===== src/rtl/util_axis_pkg.sv =====
// Shared types and helpers for the AXI-Stream utility blocks.
// Pure combinational helpers; no latency or backpressure of its own.
package util_axis_pkg;

   localparam int MAX_PORTS = 16;

   typedef enum logic {
      IDLE = 1'b0,
      XFER = 1'b1
   } arb_state_t;

   function automatic int idx_width(input int n);
      return (n > 1) ? $clog2(n) : 1;
   endfunction

   // First requester strictly after last_idx, wrapping modulo n; the
   // descending scan lets the nearest candidate overwrite farther ones.
   function automatic int rr_next(input logic [MAX_PORTS-1:0] req,
                                  input int last_idx,
                                  input int n);
      int res;
      int idx;
      res = last_idx;
      for (int k = MAX_PORTS; k >= 1; k--) begin
         idx = (last_idx + k) % n;
         if (k <= n && req[idx[3:0]])
            res = idx;
      end
      return res;
   endfunction

endpackage


===== src/rtl/util_axis_rr_select.sv =====
// Round-robin priority select: request vector + last winner -> one-hot grant and index.
// Purely combinational, zero latency; no backpressure.
module util_axis_rr_select
   import util_axis_pkg::*;
#(
   parameter int NUM_PORTS = 4,
   parameter int IDX_W     = idx_width(NUM_PORTS)
) (
   input  logic [NUM_PORTS-1:0] req,
   input  logic [IDX_W-1:0]     last_idx,
   output logic                 any_req,
   output logic [NUM_PORTS-1:0] grant_oh,
   output logic [IDX_W-1:0]     grant_idx
);

   logic [MAX_PORTS-1:0] req_ext;
   int                   sel;

   always_comb begin
      req_ext                  = '0;
      req_ext[NUM_PORTS-1:0]   = req;
      any_req                  = |req;
      sel                      = rr_next(req_ext, int'(last_idx), NUM_PORTS);
      grant_idx                = IDX_W'(sel);
      grant_oh                 = '0;
      for (int i = 0; i < NUM_PORTS; i++)
         grant_oh[i] = any_req && (sel == i);
   end

endmodule


===== src/rtl/util_axis_rr_arbiter.sv =====
// Round-robin packet-aware AXI-Stream N:1 arbiter with one registered output stage (1-cycle latency).
// A held output beat with m_axis_tready low stalls every s_axis_tready.
module util_axis_rr_arbiter
   import util_axis_pkg::*;
#(
   parameter int NUM_PORTS   = 4,
   parameter int BUS_WIDTH   = 1,
   parameter int USER_WIDTH  = 1,
   parameter int DEST_WIDTH  = 1,
   parameter int PACKET_MODE = 1
) (
   input  logic                            aclk,
   input  logic                            arstn,
   input  logic [NUM_PORTS-1:0]            s_axis_tvalid,
   output logic [NUM_PORTS-1:0]            s_axis_tready,
   input  logic [NUM_PORTS*BUS_WIDTH*8-1:0] s_axis_tdata,
   input  logic [NUM_PORTS*BUS_WIDTH-1:0]  s_axis_tkeep,
   input  logic [NUM_PORTS-1:0]            s_axis_tlast,
   input  logic [NUM_PORTS*USER_WIDTH-1:0] s_axis_tuser,
   input  logic [NUM_PORTS*DEST_WIDTH-1:0] s_axis_tdest,
   output logic                            m_axis_tvalid,
   input  logic                            m_axis_tready,
   output logic [BUS_WIDTH*8-1:0]          m_axis_tdata,
   output logic [BUS_WIDTH-1:0]            m_axis_tkeep,
   output logic                            m_axis_tlast,
   output logic [USER_WIDTH-1:0]           m_axis_tuser,
   output logic [DEST_WIDTH-1:0]           m_axis_tdest,
   output logic [NUM_PORTS-1:0]            grant
);

   localparam int IDX_W = idx_width(NUM_PORTS);
   localparam int DW    = BUS_WIDTH * 8;

   arb_state_t             state, state_nxt;
   logic [NUM_PORTS-1:0]   grant_nxt, sel_oh;
   logic [IDX_W-1:0]       gnt_idx, gnt_idx_nxt, last_idx, last_idx_nxt, sel_idx;
   logic                   any_req, out_free, accept;
   logic [DW-1:0]          sel_tdata;
   logic [BUS_WIDTH-1:0]   sel_tkeep;
   logic                   sel_tlast;
   logic [USER_WIDTH-1:0]  sel_tuser;
   logic [DEST_WIDTH-1:0]  sel_tdest;

   util_axis_rr_select #(
      .NUM_PORTS (NUM_PORTS),
      .IDX_W     (IDX_W)
   ) u_rr_select (
      .req       (s_axis_tvalid),
      .last_idx  (last_idx),
      .any_req   (any_req),
      .grant_oh  (sel_oh),
      .grant_idx (sel_idx)
   );

   assign out_free      = ~m_axis_tvalid | m_axis_tready;
   assign s_axis_tready = grant & {NUM_PORTS{out_free}};
   assign accept        = |(s_axis_tvalid & s_axis_tready);

   // grant is one-hot or zero, so an OR-reduction of masked lanes is the mux
   always_comb begin
      sel_tdata = '0;
      sel_tkeep = '0;
      sel_tlast = 1'b0;
      sel_tuser = '0;
      sel_tdest = '0;
      for (int i = 0; i < NUM_PORTS; i++) begin
         if (grant[i]) begin
            sel_tdata = sel_tdata | s_axis_tdata[i*DW +: DW];
            sel_tkeep = sel_tkeep | s_axis_tkeep[i*BUS_WIDTH +: BUS_WIDTH];
            sel_tlast = sel_tlast | s_axis_tlast[i];
            sel_tuser = sel_tuser | s_axis_tuser[i*USER_WIDTH +: USER_WIDTH];
            sel_tdest = sel_tdest | s_axis_tdest[i*DEST_WIDTH +: DEST_WIDTH];
         end
      end
   end

   always_comb begin
      state_nxt    = state;
      grant_nxt    = grant;
      gnt_idx_nxt  = gnt_idx;
      last_idx_nxt = last_idx;
      case (state)
         IDLE: begin
            if (any_req) begin
               state_nxt   = XFER;
               grant_nxt   = sel_oh;
               gnt_idx_nxt = sel_idx;
            end
         end
         XFER: begin
            if (accept && (sel_tlast || (PACKET_MODE == 0))) begin
               state_nxt    = IDLE;
               grant_nxt    = '0;
               last_idx_nxt = gnt_idx;
            end
         end
         default: state_nxt = IDLE;
      endcase
   end

   always_ff @(posedge aclk or negedge arstn) begin
      if (!arstn) begin
         state    <= IDLE;
         grant    <= '0;
         gnt_idx  <= '0;
         last_idx <= IDX_W'(NUM_PORTS - 1);
      end else begin
         state    <= state_nxt;
         grant    <= grant_nxt;
         gnt_idx  <= gnt_idx_nxt;
         last_idx <= last_idx_nxt;
      end
   end

   // Output register drains on its own, independent of arbitration state
   always_ff @(posedge aclk or negedge arstn) begin
      if (!arstn) begin
         m_axis_tvalid <= 1'b0;
         m_axis_tdata  <= '0;
         m_axis_tkeep  <= '0;
         m_axis_tlast  <= 1'b0;
         m_axis_tuser  <= '0;
         m_axis_tdest  <= '0;
      end else if (accept) begin
         m_axis_tvalid <= 1'b1;
         m_axis_tdata  <= sel_tdata;
         m_axis_tkeep  <= sel_tkeep;
         m_axis_tlast  <= sel_tlast;
         m_axis_tuser  <= sel_tuser;
         m_axis_tdest  <= sel_tdest;
      end else if (m_axis_tready) begin
         m_axis_tvalid <= 1'b0;
      end
   end

endmodule

===== config.mk =====
export PLATFORM = sky130hd
export DESIGN_NAME = util_axis_rr_arbiter
export DESIGN_NICKNAME = d
export VERILOG_FILES = /design/src/rtl/util_axis_pkg.sv /design/src/rtl/util_axis_rr_select.sv /design/src/rtl/util_axis_rr_arbiter.sv
export SDC_FILE = /design/constraint.sdc
export NUM_CORES = 1
export LEC_CHECK = 0
export BUFFER_PORTS_ARGS = -buffer_cell sky130_fd_sc_hd__buf_2
export CAP_MARGIN = 20
export CORE_ASPECT_RATIO = 0.7
export CORE_MARGIN = 4
export CORE_UTILIZATION = 40
export DETAILED_ROUTE_END_ITERATION = 8
export PLACE_DENSITY = 0.75
export SLEW_MARGIN = 20
export SYNTH_ARGS = -nofsm -noshare
export SYNTH_HDL_FRONTEND = slang
export SYNTH_HIERARCHICAL = 1
export SYNTH_SLANG_ARGS = --single-unit

===== constraint.sdc =====
create_clock -name aclk -period 1.63 [get_ports aclk]
set_input_delay 0.2445 -clock aclk [delete_from_list [all_inputs] [get_ports aclk]]
set_output_delay 0.2445 -clock aclk [all_outputs]
set_load 0.005 [all_outputs]

# After elaboration in Yosys (flattened, before gate mapping)
# Index checks and enable logic that the tools add are counted.
[op_classes]
reduce_logical = 16
n_addsub = 4
order_cmp = 4
n_mux = 40
eq_ne = 5
n_bitwise = 24
[ops]
columns = ["cell", "n"]
rows = [
  ["32-bit two-way mux", 4],
  ["32-bit by 3-bit equality test with 1-bit output (second input constant)", 2],
  ["32-bit by 2-bit equality test with 1-bit output (second input constant)", 1],
  ["32-bit logical NOT", 1],
  ["8-bit two-way mux", 4],
  ["1-bit two-way mux", 24],
  ["8-bit bitwise OR", 3],
  ["4-bit by 5-bit less-than comparator with 1-bit output (second input constant)", 4],
  ["1-bit bitwise OR", 13],
  ["1-bit binary-select mux with 3-bit select", 4],
  ["4-bit bitwise AND", 2],
  ["4-bit two-way mux", 2],
  ["4-bit one-hot mux with 2 select lines", 1],
  ["2-bit OR reduction", 4],
  ["4-bit OR reduction", 2],
  ["2-bit AND reduction", 3],
  ["1-bit logical AND", 5],
  ["2-bit by 1-bit adder with 2-bit output (second input constant)", 2],
  ["2-bit adder (second input constant)", 2],
  ["1-bit bitwise AND (first input constant)", 4],
  ["2-bit by 1-bit inequality test with 1-bit output (second input constant)", 1],
  ["2-bit inequality test (second input constant)", 1],
  ["1-bit NOT", 2],
  ["1-bit one-hot mux with 2 select lines", 1],
  ["2-bit nonzero test", 1],
]
[word_totals]
output_inout_bits = 21
elab_cells = 103
in_bits = 55
regBits = 22

# Longest topological paths before layout
# Gate-level depths: netlist of the first run.
[depth]
word_depth = 13
ltp_mapped = 6
depth_no_buf = 5

# By module
# The synthesis of the first run kept the hierarchy.
[by_module_without_submodules]
columns = ["module", "cells_each", "area_each_um2", "seq_area_each_um2", "instances"]
rows = [
  ["util_axis_rr_arbiter", 112, 1097.3, 553.0, 1],
  ["util_axis_rr_select", 31, 175.2, 0.0, 1],
]

# Worst setup path after synthesis of the first run
# OpenSTA, ideal clock, no wires.
[synth_timing]
path_kind = "register to register"
start = "register grant[0]"
end = "register last_idx[0]"
path_stages_with_launch = 6
arrival_ps = 1363
path_buffers = 1
setup_time_ps = 82
setup_slack_ps = 185
t_required_ps = 1548
cell_sequence = "dfrtp_1 a22oi_2 a21boi_4 and3_1 buf_4 mux2_4"
[synth_between]
elab_chain_cells = 9
[synth_lines]
columns = ["item", "line_no", "source"]
rows = [
  ["from (decl)", "util_axis_rr_arbiter.sv:28", "output logic [NUM_PORTS-1:0] grant"],
  ["from (signal assigned)", "util_axis_rr_arbiter.sv:109", "grant <= grant_nxt;"],
  ["1-bit two-way mux", "util_axis_rr_arbiter.sv:67", "if (grant[i]) begin"],
  ["1-bit bitwise OR", "util_axis_rr_arbiter.sv:70", "sel_tlast = sel_tlast | s_axis_tlast[i];"],
  ["1-bit two-way mux", "util_axis_rr_arbiter.sv:67", ""],
  ["1-bit bitwise OR", "util_axis_rr_arbiter.sv:70", ""],
  ["1-bit two-way mux", "util_axis_rr_arbiter.sv:67", ""],
  ["1-bit bitwise OR", "util_axis_rr_arbiter.sv:70", ""],
  ["1-bit two-way mux", "util_axis_rr_arbiter.sv:67", ""],
  ["1-bit logical AND (*)", "util_axis_rr_arbiter.sv:91", "if (accept && (sel_tlast || (PACKET_MODE == 0))) begin"],
  ["2-bit AND reduction (no source line) (*)", "-", ""],
  ["to (signal assigned)", "util_axis_rr_arbiter.sv:106", "last_idx <= IDX_W'(NUM_PORTS - 1);"],
  ["to (signal assigned)", "util_axis_rr_arbiter.sv:111", "last_idx <= last_idx_nxt;"],
  ["to (decl)", "util_axis_rr_arbiter.sv:36", "logic [IDX_W-1:0] gnt_idx, gnt_idx_nxt, last_idx, last_idx_nxt, sel_idx;"],
]
# Mark *: on every way between the ends. The rest lies on a longest branch, timed or not.
# A chain may end at the register's enable or synchronous reset.

# Worst setup path in the final report of the first run
[layout_timing]
start = "register grant[0]"
end = "register last_idx[1]"
# The elaborated chain is that of the path after synthesis.

==> results of run 1 <==
[where the power goes]
group | switching [mW] | leakage [nW] | internal, mW
clock network | 0.164 | 0.0288 | 0.215
registers | 0.213 | 0.259 | 0.828
logic | 0.730 | 0.574 | 0.693
[cells by family (layout without fill, tap and decap cells)]
group                  count (synthesis)  count (layout)  synth area share
AOI/OAI and AO/OA                     56              56             0.317
and+or+nand+nor                       52              52             0.185
DFF                                   22              22             0.435
buffers and inverters                 11              91            0.0403
muxes                                  2               2            0.0236
[synthesized netlist by cell type, types with 2 or more instances]
| library cell | instances |
|---|---|
| a22oi_2 | 2 |
| a31oi_1 | 12 |
| a21oi_1 | 5 |
| buf_4 | 2 |
| and3_1 | 2 |
| and2_1 | 4 |
| buf_2 | 2 |
| inv_1 | 2 |
| dfrtp_1 | 20 |
| a22oi_1 | 24 |
| clkbuf_1 | 5 |
| nor2b_1 | 3 |
| nor2_1 | 18 |
| nand2_1 | 17 |
| dfstp_2 | 2 |
| mux2_4 | 2 |
| o21ai_0 | 7 |
| nand2b_1 | 3 |
| nor3_1 | 3 |
[repair_timing]
| item | 4_1_cts | 5_1_grt |
|---|---|---|
| hold endpoints to repair | 20 | 0 |
| hold buffers | 1 | 0 |
| endpoints found under the setup margin | 0 | 0 |
| gates resized for setup | 0 | 0 |
[critical path, stage by stage, from the launching register on]
cell and delay, ns:
dfrtp_1 0.45, a22oi_2 0.14, a21boi_4 0.17, and3_1 0.33
mux2_4 0.33
[routing by layer]
layer  track usage  share of wire
met1         0.261           0.44
met4        0.0233         0.0021
met5             0              0
met2         0.278           0.47
met3        0.0578          0.090
[state kept, by name, indices dropped and copies added, names as in the netlist]
signal         count
state              1
gnt_idx            2
m_axis_tdata       8
m_axis_tvalid      1
m_axis_tuser       1
grant              4
m_axis_tdest       1
m_axis_tkeep       1
last_idx           2
m_axis_tlast       1
[final timing paths]
kind / slack, ns / endpoint
min in group asynchronous: 0.47 / m_axis_tdest
worst max register to register: 0.13 / last_idx[1]
worst min-delay path: 0.30 / m_axis_tdest
worst min register to register: 0.52 / gnt_idx[1]
worst max-delay path: 0.13 / last_idx[1]
max in group asynchronous: 0.82 / last_idx[1]
[cell usage in the layout, fill, tap and decap left out, drive strengths merged, types with 2 or more instances in the layout]
master,n
buf,84
a21oi,5
clkbuf,4
inv,2
mux2,2
a31oi,12
nor2b,4
dfrtp,20
and3,2
dfstp,2
and2,4
nand2b,3
nor3,3
nand2,17
o21ai,7
nor2,18
a22oi,26
[final cells by class]
type	instances	share of cell area
timing repair buffer	85	0.254
inverter	2	0.00421
tap	36	0.0253
clock buffer	4	0.0309
sequential	22	0.310
multi-input combinational	110	0.375
[stage by stage]
step	utilization	hold slack, ns	setup WS (ns)	total power [mW]
final	0.610	0.300	0.130	2.84
after global routing	0.610	0.317	0.0364	3.12
after CTS	0.610	0.299	0.134	2.86
after detailed placement	0.587	0.236	0.150	2.48
after global placement	0.587	0.232	0.216	2.45
after floorplan	-	-0.0511	0.185	1.87
==> impl_metrics.env, run 1 <==
export IMPL_initialDrtViolationCount=130
export IMPL_via_per_inst=5.46
export IMPL_antenna_found_initial=0
export IMPL_finalSetupTns_ns=0
export IMPL_wire_per_inst_um=15.0
export IMPL_syn_inst=143
export IMPL_syn_nets=198
export IMPL_min_delay_start="s_axis_tdest[3]"
export IMPL_slew_headroom=0.688
export IMPL_grt_max_degree=25
export IMPL_grt_pass1_vias=1177
export IMPL_max_cap_viol_count=0
export IMPL_path_class="reg -> reg"
export IMPL_post_route_min_period_ns=1.50
export IMPL_core_rowCount=16
export IMPL_ys_types=27
export IMPL_dieHeight_um=55.2
export IMPL_yosysTopAreaCell="dfrtp_1"
export IMPL_grt_pass1_wl_mm=5.69
export IMPL_peakVddDrop_mv=0.725
export IMPL_final_design_area_no_fill_um2=1780
export IMPL_p_leak_nw=0.862
export IMPL_grt_overflow=0
export IMPL_worstMarginPinSlew_ns=0.468
export IMPL_netlist_area_um2=1270
export IMPL_dieArea_um2=4160
export IMPL_startpoint_type="flip-flop"
export IMPL_setup_viol=0
export IMPL_r2r_start="grant[0]"
export IMPL_drc=0
export IMPL_grtUsageTotal=0.182
export IMPL_ys_ff_latch=22
export IMPL_post_cts_buffers=0
export IMPL_clock_fmax_ghz=0.667
export IMPL_yosys_most_used_dff="dfrtp_1"
export IMPL_die_w_um=75.4
export IMPL_syn_area_per_cell_um2=8.90
export IMPL_async_reset_ff_frac=1.00
export IMPL_finalClockSkew_ns=0.00886
export IMPL_initial_core_util=0.435
export IMPL_insertion_delay_ns=0.26
export IMPL_dp_hpwl_mm=3.15
export IMPL_drt_wl_total_mm=3.89
export IMPL_dpl_instance_area_um2=1720
export IMPL_instances_no_fill=259
export IMPL_io_pins=76
export IMPL_ant_nets=0
export IMPL_cts_buffer_depth=2
export IMPL_synth_enable_flop_cells=0
export IMPL_vias=1413
export IMPL_coreArea_um2=2920
export IMPL_yosysWarnings=6
export IMPL_crit_required_ns=1.82
export IMPL_rr_worst_depth=4
export IMPL_synth_area_leaders="dfrtp_1, a22oi_1, a31oi_1"
export IMPL_rsz0062_at_grt="false"
export IMPL_antenna_cells=0
export IMPL_final_nets=279
export IMPL_drive_above_1_share=0.435
export IMPL_status="completed"
export IMPL_cts_clk_slew_worst_paths_ns=0.08
export IMPL_hold_violations=0
export IMPL_cts_buffers=3
export IMPL_h_tree_depth=1
export IMPL_end_kind="flip-flop"
export IMPL_power_density_nw_per_um2=1600
export IMPL_register_area_um2=553
export IMPL_cp_startpoint="grant[0]"
export IMPL_cts_tree="yes"
export IMPL_dp_cells=254
export IMPL_multi_input_area_um2=668
export IMPL_period_share=0.920
export IMPL_synth_seq_area_share=0.435
export IMPL_n_fill_cell=281
export IMPL_synth_top_area_share=0.393
export IMPL_crit_fanout=7
export IMPL_hp_class="in -> reg"
export IMPL_port_buffers=75
export IMPL_dr_pass1_iters=5
export IMPL_drv_slew=0
export IMPL_cts_root_buf="clkbuf_8"
export IMPL_gp_congestion=0.895
export IMPL_clock_sinks=22
export IMPL_area_growth_pct=40.0
export IMPL_whs_path_depth=3
export IMPL_crit_arrival_ns=1.69
(Power assumes the default switching activity.)
==> inputs of run 2 (changes only) <==
--- a/config.mk
+++ b/config.mk
@@ -9,9 +9,9 @@
 export CAP_MARGIN = 20
 export CORE_ASPECT_RATIO = 0.7
 export CORE_MARGIN = 4
-export CORE_UTILIZATION = 40
+export CORE_UTILIZATION = 43
 export DETAILED_ROUTE_END_ITERATION = 8
-export PLACE_DENSITY = 0.75
+export PLACE_DENSITY = 0.79
 export SLEW_MARGIN = 20
 export SYNTH_ARGS = -nofsm -noshare
 export SYNTH_HDL_FRONTEND = slang
==> constraint.sdc (replaced) <==
create_clock -name aclk -period 1.6 [get_ports aclk]
set_input_delay 0.24 -clock aclk [delete_from_list [all_inputs] [get_ports aclk]]
set_output_delay 0.24 -clock aclk [all_outputs]
set_load 0.005 [all_outputs]
==> impl_metrics.env, run 2 (synthesis gave the netlist of run 1 again) <==
export IMPL_cts_tree="yes"
export IMPL_sw_frac_of_total=0.391
export IMPL_hp_class="in -> reg"
export IMPL_cts_clk_slew_worst_paths_ns=0.08
export IMPL_grt_pass1_wl_mm=5.41
export IMPL_power_density_nw_per_um2=1600
export IMPL_drive_above_1_share=0.428
export IMPL_dieArea_um2=3910
export IMPL_period_share=0.912
export IMPL_multi_input_area_um2=668
export IMPL_p_leak_nw=0.850
export IMPL_regMostFlops="m_axis_tdata"
export IMPL_n_fill_cell=271
export IMPL_final_common_cell="buf_2"
export IMPL_finalClockSkew_ns=0.00851
export IMPL_internal_power_mw=1.72
export IMPL_hold_violations=0
export IMPL_met1_usage=0.263
export IMPL_grtUsageTotal=0.181
export IMPL_insertion_delay_ns=0.26
export IMPL_crit_fanout=7
export IMPL_top_regs="m_axis_tdata: 8 flops, grant: 4 flops"
export IMPL_crit_required_ns=1.79
export IMPL_initialDrtViolationCount=64
export IMPL_coreArea_um2=2820
export IMPL_drc=0
export IMPL_post_route_min_period_ns=1.46
export IMPL_dieHeight_um=53.5
export IMPL_io_pins=76
export IMPL_area_growth_pct=38.6
export IMPL_vias=1351
export IMPL_register_area_um2=553
export IMPL_gp_congestion=0.965
export IMPL_crit_arrival_ns=1.65
export IMPL_antenna_found_initial=0
export IMPL_fin_util=0.625
export IMPL_holdWs_ns=0.292
export IMPL_worstMarginPinSlew_ns=0.484
export IMPL_port_buffers=75
export IMPL_ant_nets=0
export IMPL_finalSetupTns_ns=0
export IMPL_path_class="reg -> reg"
export IMPL_final_setup_worst_slack_ns=0.141
export IMPL_clkPwrFrac=0.124
export IMPL_p_switching_mw=1.11
export IMPL_post_cts_buffers=0
export IMPL_initial_core_util=0.451
export IMPL_clock_fmax_ghz=0.685
export IMPL_peakVddDrop_mv=0.774
export IMPL_met3_usage=0.0626
export IMPL_p_seq_frac=0.369
export IMPL_slew_headroom=0.677
export IMPL_die_w_um=73.0
export IMPL_largest_reg_flops=8
export IMPL_drv_slew=0
export IMPL_dp_hpwl_mm=2.87
export IMPL_final_cell_mix="buf_2, a22oi_1, dfrtp_1, nor2_1, nand2_1"
export IMPL_cts_buffer_depth=2
export IMPL_wire_per_inst_um=14.0
export IMPL_h_tree_depth=1
export IMPL_grtUsageMet2=0.266
export IMPL_grt_max_degree=25
export IMPL_via_per_inst=5.24
export IMPL_startpoint_type="flip-flop"
export IMPL_post_place_ws_ns=0.135
export IMPL_antenna_cells=0
export IMPL_cts_buffers=3
export IMPL_grt_overflow=0
export IMPL_end_kind="flip-flop"
export IMPL_core_rowCount=16
export IMPL_final_nets=278
export IMPL_cts_root_buf="clkbuf_8"
export IMPL_max_cap_viol_count=0
export IMPL_drt_wl_total_mm=3.60
export IMPL_setup_viol=0
export IMPL_p_comb_frac=0.507
export IMPL_rsz0062_at_grt="false"
export IMPL_dr_pass1_iters=4
export IMPL_grt_busiest_layer="met2"
export IMPL_clock_sinks=22
export IMPL_grt_pass1_vias=1107
export IMPL_status="completed"
==> run 2: metal layers <==
layer	share of wire	wire, µm	vias up
met3	0.10	371	2
met5	0	0	-
met1	0.45	1640	603
met2	0.44	1590	61
met4	0.0022	8	0
li1	-	-	685
==> run 2: final cells by class <==
| cell class | instances | area share |
|---|---|---|
| Multi-Input combinational cell | 110 | 0.379 |
| Sequential cell | 22 | 0.313 |
| Clock buffer | 4 | 0.0255 |
| Tap cell | 36 | 0.0255 |
| Inverter | 2 | 0.00426 |
| Timing Repair Buffer | 84 | 0.252 |
==> run 2: critical path, stage by stage, from the launching register on <==
cell and delay (ns):
dfrtp_1 0.43, a22oi_2 0.13, a21boi_4 0.16, and3_1 0.33, mux2_4 0.33
==> run 2: repair_timing <==
| action | CTS | global route |
|---|---|---|
| hold buffers | 1 | 0 |
| gates resized for setup | 0 | 0 |
| endpoints found under the hold margin | 20 | 0 |
==> run 2: per-stage QoR <==
step	std cells	power, mW	instance area, µm²
2_1_floorplan	143	1.91	1270
3_3_place_gp	253	2.47	1710
3_5_place_dp	253	2.49	1710
4_1_cts	258	2.85	1760
5_1_grt	258	3.07	1760
6_report	258	2.83	1760
==> run 2: path summary, 6_finish.rpt <==
check                                  endpoint  cells after the start        startpoint  slack (ns)
worst min register to register       gnt_idx[0]                      2        gnt_idx[0]        0.52
worst min-delay path            m_axis_tdata[7]                      3  s_axis_tdata[31]        0.29
worst max-delay path                last_idx[0]                      4          grant[0]        0.14
worst max register to register      last_idx[0]                      4          grant[0]        0.14
min in group asynchronous          m_axis_tuser                      2             arstn        0.47
max in group asynchronous           last_idx[0]                      2             arstn        0.77
==> run 2: power groups by stage <==
stage          combinational (mW)  clock [mW]  sequential [mW]
2_1_floorplan               0.862           0             1.04
3_3_place_gp                 1.43           0             1.04
3_5_place_dp                 1.44           0             1.05
4_1_cts                      1.45       0.361             1.04
5_1_grt                      1.59       0.391             1.09
6_report                     1.43       0.350             1.04
